$ cat config.mk
export PLATFORM = sky130hd
export DESIGN_NAME = lcd_timing_gen
export DESIGN_NICKNAME = d
export VERILOG_FILES = /design/src/rtl/lcd_timing_pkg.sv /design/src/rtl/lcd_color_bar.sv /design/src/rtl/lcd_timing_gen.sv
export SDC_FILE = /design/constraint.sdc
export NUM_CORES = 1
export LEC_CHECK = 0
export ABC_AREA = 1
export BUFFER_PORTS_ARGS = -buffer_cell sky130_fd_sc_hd__buf_4
export CAP_MARGIN = 20
export CORE_MARGIN = 3
export CORE_UTILIZATION = 57
export CTS_BUF_LIST = sky130_fd_sc_hd__clkbuf_4
export CTS_CLUSTER_SIZE = 25
export DETAILED_ROUTE_END_ITERATION = 10
export HOLD_SLACK_MARGIN = 0.05
export PLACE_DENSITY = 0.81
export SETUP_SLACK_MARGIN = 0.02
export SLEW_MARGIN = 20
export SYNTH_ARGS = -nofsm -noshare
export SYNTH_HDL_FRONTEND = slang
export SYNTH_SLANG_ARGS = --single-unit
$ cat constraint.sdc
create_clock -name clk -period 2.7 [get_ports clk]
set_input_delay 0.675 -clock clk [delete_from_list [all_inputs] [get_ports clk]]
set_output_delay 0.675 -clock clk [all_outputs]
set_load 0.02 [all_outputs]
$ cat src/rtl/lcd_timing_pkg.sv
// rtl/lcd_timing_pkg.sv - shared colours, panel presets and limits for the LCD timing generator
package lcd_timing_pkg;

  localparam logic [15:0] C_WHITE   = 16'hFFFF;
  localparam logic [15:0] C_YELLOW  = 16'hFFE0;
  localparam logic [15:0] C_CYAN    = 16'h07FF;
  localparam logic [15:0] C_GREEN   = 16'h07E0;
  localparam logic [15:0] C_MAGENTA = 16'hF81F;
  localparam logic [15:0] C_RED     = 16'hF800;
  localparam logic [15:0] C_BLUE    = 16'h001F;
  localparam logic [15:0] C_BLACK   = 16'h0000;

  localparam int LEAD_MAX = 8;

  localparam int P800_H_SYNC  = 128;
  localparam int P800_H_BACK  = 88;
  localparam int P800_H_DISP  = 800;
  localparam int P800_H_FRONT = 40;
  localparam int P800_V_SYNC  = 2;
  localparam int P800_V_BACK  = 33;
  localparam int P800_V_DISP  = 480;
  localparam int P800_V_FRONT = 10;

  localparam int P480_H_SYNC  = 41;
  localparam int P480_H_BACK  = 2;
  localparam int P480_H_DISP  = 480;
  localparam int P480_H_FRONT = 2;
  localparam int P480_V_SYNC  = 10;
  localparam int P480_V_BACK  = 2;
  localparam int P480_V_DISP  = 272;
  localparam int P480_V_FRONT = 2;

  // Bar order, left to right.
  function automatic logic [15:0] bar_color(input logic [2:0] idx);
    logic [15:0] c;
    case (idx)
      3'd0:    c = C_WHITE;
      3'd1:    c = C_YELLOW;
      3'd2:    c = C_CYAN;
      3'd3:    c = C_GREEN;
      3'd4:    c = C_MAGENTA;
      3'd5:    c = C_RED;
      3'd6:    c = C_BLUE;
      default: c = C_BLACK;
    endcase
    return c;
  endfunction

endpackage

$ cat src/rtl/lcd_color_bar.sv
// rtl/lcd_color_bar.sv - eight vertical colour bars; position tracked by a width counter
module lcd_color_bar
  import lcd_timing_pkg::*;
#(
  parameter int H_DISP = 800
) (
  input  logic        clk,
  input  logic        rst_n,
  input  logic        i_act,
  output logic [15:0] o_rgb
);

  localparam int BAR_W = H_DISP / 8;
  localparam int WC_W  = $clog2(BAR_W + 1);
  localparam logic [WC_W-1:0] W_LAST = WC_W'(BAR_W - 1);

  logic [WC_W-1:0] r_wcnt;
  logic [2:0]      r_bar;

  // Counters sit at zero through blanking so every line restarts at the first bar.
  always_ff @(posedge clk or negedge rst_n) begin
    if (!rst_n) begin
      r_wcnt <= '0;
      r_bar  <= '0;
    end else if (!i_act) begin
      r_wcnt <= '0;
      r_bar  <= '0;
    end else if (r_wcnt == W_LAST) begin
      r_wcnt <= '0;
      r_bar  <= r_bar + 3'd1;
    end else begin
      r_wcnt <= r_wcnt + 1'b1;
    end
  end

  assign o_rgb = bar_color(r_bar);

endmodule

$ cat src/rtl/lcd_timing_gen.sv
// rtl/lcd_timing_gen.sv - parametrised RGB LCD timing with lead-time pixel requests and test bars
module lcd_timing_gen
  import lcd_timing_pkg::*;
#(
  parameter int H_SYNC    = 128,
  parameter int H_BACK    = 88,
  parameter int H_DISP    = 800,
  parameter int H_FRONT   = 40,
  parameter int V_SYNC    = 2,
  parameter int V_BACK    = 33,
  parameter int V_DISP    = 480,
  parameter int V_FRONT   = 10,
  parameter int HS_POL    = 0,
  parameter int VS_POL    = 0,
  parameter int LEAD      = 1,
  parameter int BL_FRAMES = 2,
  parameter int CNT_W     = 11
) (
  input  logic             clk,
  input  logic             rst_n,
  input  logic             pattern_en,
  input  logic [15:0]      pixel_data,
  output logic             pixel_req,
  output logic [CNT_W-1:0] pixel_xpos,
  output logic [CNT_W-1:0] pixel_ypos,
  output logic             frame_start,
  output logic             lcd_de,
  output logic             lcd_hs,
  output logic             lcd_vs,
  output logic             lcd_bl,
  output logic             lcd_rst,
  output logic [15:0]      lcd_rgb_data
);

  localparam int H_TOTAL = H_SYNC + H_BACK + H_DISP + H_FRONT;
  localparam int V_TOTAL = V_SYNC + V_BACK + V_DISP + V_FRONT;
  localparam logic [CNT_W-1:0] H_LAST = CNT_W'(H_TOTAL - 1);
  localparam logic [CNT_W-1:0] V_LAST = CNT_W'(V_TOTAL - 1);
  localparam logic [CNT_W-1:0] H_SW   = CNT_W'(H_SYNC);
  localparam logic [CNT_W-1:0] V_SW   = CNT_W'(V_SYNC);
  localparam logic [CNT_W-1:0] H_A0   = CNT_W'(H_SYNC + H_BACK);
  localparam logic [CNT_W-1:0] H_A1   = CNT_W'(H_SYNC + H_BACK + H_DISP);
  localparam logic [CNT_W-1:0] V_A0   = CNT_W'(V_SYNC + V_BACK);
  localparam logic [CNT_W-1:0] V_A1   = CNT_W'(V_SYNC + V_BACK + V_DISP);
  localparam logic HS_ACT = (HS_POL != 0);
  localparam logic VS_ACT = (VS_POL != 0);
  localparam int FW = $clog2(BL_FRAMES + 2);
  localparam logic [FW-1:0] BL_MAX = FW'(BL_FRAMES);

  logic [CNT_W-1:0] r_h_cnt, r_v_cnt;
  logic             w_h_wrap, w_v_wrap;
  logic             w_hs_i, w_vs_i, w_act, w_act_pre;
  logic [2:0]       r_dly [1:LEAD];
  logic [2:0]       w_tap [0:LEAD];
  logic [15:0]      w_bar_rgb, w_src, r_rgb;
  logic             r_pat_mode, r_bl, r_lcd_rst;
  logic [FW-1:0]    r_frames, w_frames_nxt;

  assign w_h_wrap = (r_h_cnt == H_LAST);
  assign w_v_wrap = w_h_wrap && (r_v_cnt == V_LAST);

  always_ff @(posedge clk or negedge rst_n) begin
    if (!rst_n) begin
      r_h_cnt <= '0;
      r_v_cnt <= '0;
    end else begin
      r_h_cnt <= w_h_wrap ? '0 : r_h_cnt + 1'b1;
      if (w_h_wrap) r_v_cnt <= w_v_wrap ? '0 : r_v_cnt + 1'b1;
    end
  end

  assign w_hs_i = (r_h_cnt < H_SW);
  assign w_vs_i = (r_v_cnt < V_SW);
  assign w_act  = (r_h_cnt >= H_A0) && (r_h_cnt < H_A1) &&
                  (r_v_cnt >= V_A0) && (r_v_cnt < V_A1);

  assign pixel_req   = w_act;
  assign pixel_xpos  = w_act ? r_h_cnt - H_A0 : '0;
  assign pixel_ypos  = w_act ? r_v_cnt - V_A0 : '0;
  // Counters rest at 0 during reset, so the pulse must be masked by rst_n itself.
  assign frame_start = rst_n && (r_h_cnt == '0) && (r_v_cnt == '0);

  assign w_tap[0] = {w_act, w_hs_i, w_vs_i};
  for (genvar k = 1; k <= LEAD; k++) begin : g_tap
    assign w_tap[k] = r_dly[k];
  end

  always_ff @(posedge clk or negedge rst_n) begin
    if (!rst_n) begin
      for (int k = 1; k <= LEAD; k++) r_dly[k] <= '0;
    end else begin
      for (int k = 1; k <= LEAD; k++) r_dly[k] <= w_tap[k-1];
    end
  end

  // Active flag one stage before the pins: the cycle in which pixel_data is valid.
  assign w_act_pre = w_tap[LEAD-1][2];

  lcd_color_bar #(.H_DISP(H_DISP)) u_color_bar (
    .clk   (clk),
    .rst_n (rst_n),
    .i_act (w_act_pre),
    .o_rgb (w_bar_rgb)
  );

  assign w_src = r_pat_mode ? w_bar_rgb : pixel_data;
  assign w_frames_nxt = (w_v_wrap && (r_frames != BL_MAX)) ? r_frames + 1'b1 : r_frames;

  always_ff @(posedge clk or negedge rst_n) begin
    if (!rst_n) begin
      r_rgb      <= '0;
      r_pat_mode <= 1'b0;
      r_frames   <= '0;
      r_bl       <= 1'b0;
      r_lcd_rst  <= 1'b0;
    end else begin
      r_rgb     <= w_act_pre ? w_src : 16'h0000;
      if (frame_start) r_pat_mode <= pattern_en;
      r_frames  <= w_frames_nxt;
      r_bl      <= (w_frames_nxt == BL_MAX);
      r_lcd_rst <= 1'b1;
    end
  end

  assign lcd_de       = r_dly[LEAD][2];
  assign lcd_hs       = r_dly[LEAD][1] ^ ~HS_ACT;
  assign lcd_vs       = r_dly[LEAD][0] ^ ~VS_ACT;
  assign lcd_rgb_data = r_rgb;
  assign lcd_bl       = r_bl;
  assign lcd_rst      = r_lcd_rst;

endmodule
==> summary.txt <==
Floorplanning
  – # IOs: 64
  – Die area: 6670 sq um
  – Cell Rows: 26
  – Die width: 81.7 microns
  – Core Area: 5340 sq um
  – Starting Density: 61.2%
  – Die H: 81.7 microns

Power
  – Gate power share: 3.7%
  – Int Power: 972 uW
  – Clk pwr share: 30.8%
  – P_leak: 0.00220 uW
  – NetSw: 316 uW
  – Worst-case vdd ir drop: 0.252 mV
  – Register share of total power: 65.5%
  – PwrDens: 309 nW/um^2
  – Switching Share: 24.5%

Global route
  – Initial antenna violation count: 0
  – Largest net degree at the start of global routing: 57
  – GRT Residual Overflow: 0
  – First-pass GRT wire length: 12.5 mm
  – GRT Total Usage: 24.2%
  – Vias in the first global route: 2799

Routing
  – Wire per inst: 13.6 microns
  – Via count: 2993
  – Remaining DRCs: 0
  – Final wirelength: 7.85 mm
  – Antenna-violating nets left: 0
  – Pre-antenna DRT Iters: 5
  – Avg Vias per Cell: 5.19
  – Initial detailed-routing violation count: 196

Logic synthesis
  – Synth unique cells: 33
  – Synth top area cells: dfrtp_1, nor2_1, nand2_1, inv_1, xor2_1
  – Synth area leader: dfrtp_1
  – Avg Cell Area, Syn: 7.66 sq um
  – Post-synth top area share: 42.9%
  – Yosys Warn Count: 0
  – Post-Syn Nets: 457
  – Flops & latches, synth: 56
  – Register area share after synthesis: 42.9%
  – Syn Inst Count: 426
  – Cell area after synthesis: 3260 sq um

Timing
  – Relative slew slack: 54.1%
  – RSZ-0062 raised after global routing: true
  – Tmin final: 2.69 ns
  – Final Cycle Share: 99.7%
  – Max Clk Rate: 371 MHz
  – Slew of the pin with the lowest slew margin: 0.688 ns
  – Final Skew: 0.00750 ns
  – Final setup vio count: 0
  – Pins Over Slew Limit: 0
  – Final hold vios: 0
  – Hold Slack: 0.417 ns

Finish
  – P&R area growth vs syn: 27.6%
  – Multi-input gate area: 1640 sq um
  – Fillers: 388
  – Sequential cell area: 1410 sq um
  – Cell Count, Final, Fillers Out: 577
  – Share of layout cells above drive strength 1: 30.0%
  – Final core area utilization: 78.1%
  – Commonest cells after routing, fill and taps aside: nand2_1, buf_4, nor2_1
  – Fin nets: 537
  – Antenna diode count: 0

Critical path
  – Crit end category: output port
  – Startpoint type of the worst setup path: flop
  – Setup CP Type: reg -> out
  – CP Max Fanout: 6
  – Data arrival time of the worst path: 2.02 ns
  – Critical Path RT: 2.03 ns

Run status
  – Outcome: finished clean

Clocking
  – CTS Root Cell: clkbuf_4
  – Clk sinks: 56
  – CTS buffer count: 5
  – Skew-Pair Late Insertion Delay: 0.39 ns
  – Maximum root-to-sink buffer count: 2
  – Clock Pin Slew Worst Setup and Hold Paths: 0.17 ns
  – H-tree depth: 2
  – Quantity of hold-fixing buffers added after cts: 0
  – CTS tree: yes

Placement
  – Dpl cells: 552
  – Gpl congestion: 0.902
  – IO Port Bufs: 63
  – Post-DP HPWL: 5.55 mm

Min path
  – Worst min-delay path category: in -> async

Flow run
  – Max Cap Violations: 0
-- sequential cells by signal (all words and copies together), names as in the netlist --
register,count
lcd_rgb_data,16
lcd_rst,1
u_color_bar.r_bar,3
r_h_cnt,11
r_frames,2
r_dly,3
u_color_bar.r_wcnt,7
lcd_bl,1
r_pat_mode,1
r_v_cnt,11
-- per-stage QoR --
stage / area [sq um] / TNS, ns / total power [uW] / setup WS, ns
final: 4170 / 0 / 1290 / 0.00676
after global routing: 4170 / -1.69 / 1330 / -0.0978
after CTS: 3970 / 0 / 1300 / 0.0137
after detailed placement: 3780 / 0 / 908 / 0.196
after global placement: 3780 / 0 / 908 / 0.281
after floorplan: 3260 / 0 / 868 / 0.461
-- area by class of cell --
cell class | instances | area share (%)
Multi-Input combinational cell | 292 | 39.4
Sequential cell | 56 | 33.8
Timing Repair Buffer | 87 | 17.4
Inverter | 64 | 5.77
Tap cell | 70 | 2.10
Clock buffer | 5 | 0.901
Clock inverter | 3 | 0.661
-- metal layers --
metal  up-vias  GRT usage (%)  wire, microns
met4         0           8.64            113
met5         -              0              0
met1      1376           30.8           3230
met3        15           4.06            638
li1       1476              -              -
met2       126           41.5           3870
-- critical path, cell delays in order (launching register included) --
cell	delay, ns
dfrtp_2	0.48
nor2_4	0.18
nand2_1	0.10
nor2_1	0.11
nor2_1	0.05
a21oi_2	0.14
nand3_4	0.15
buf_6	0.17
nor2_2	0.12
buf_6	0.13
-- logic make-up after synthesis --
family | count (synthesis) | share of synthesized area (%)
AND/OR/NAND/NOR | 213 | 28.7
AO/OA/AOI/OAI | 41 | 6.71
adder cells (fa/ha/maj) | 12 | 4.60
buffers and inverters | 78 | 10.2
XOR/XNOR | 25 | 6.71
other | 1 | 0.115
flip-flops | 56 | 42.9
-- power by group through the flow --
| stage | Clock [uW] | Combinational [uW] | Sequential [uW] |
|---|---|---|---|
| 6_report | 396 | 47.6 | 844 |
| 5_1_grt | 431 | 54.1 | 845 |
| 4_1_cts | 406 | 48.8 | 844 |
| 3_5_place_dp | 0 | 48.6 | 860 |
| 3_3_place_gp | 0 | 48.6 | 860 |
| 2_1_floorplan | 0 | 10.5 | 858 |
-- path summary, 6_finish.rpt --
path	cells after the start	slack, ns	start	endpoint
setup / recovery	9	0.007	r_v_cnt[7]	pixel_ypos[9]
hold / removal	2	0.42	rst_n	r_dly[2]
setup reg to reg	12	0.75	r_v_cnt[0]	lcd_bl
hold reg to reg	2	0.52	r_frames[0]	r_frames[0]
max in group asynchronous	2	1.79	rst_n	r_v_cnt[4]
min in group clk	3	0.49	pattern_en	r_pat_mode
-- Yosys cell counts (all sizes together) --
| cell type | instances |
|---|---|
| o211ai | 2 |
| o31ai | 1 |
| nand2 | 70 |
| clkbuf | 2 |
| clkinv | 1 |
| nor3 | 5 |
| a21oi | 7 |
| o22ai | 2 |
| nor4 | 1 |
| nand3 | 23 |
| dfrtp | 56 |
| nand4 | 8 |
| inv | 63 |
| nand3b | 3 |
| ha | 12 |
| xor2 | 23 |
| nor2 | 101 |
| nor3b | 1 |
| and3 | 1 |
| conb | 1 |
| buf | 12 |
| xnor2 | 2 |
| o21ai | 29 |
-- repair_timing --
action / CTS / global route
cloned: 0 / 1
endpoints found under the hold margin: 0 / 0
pin swaps: 2 / 6
gates resized for setup: 14 / 47
setup buffers: 11 / 5
setup endpoints to repair: 23 / 24
(Power assumes the default switching activity.)
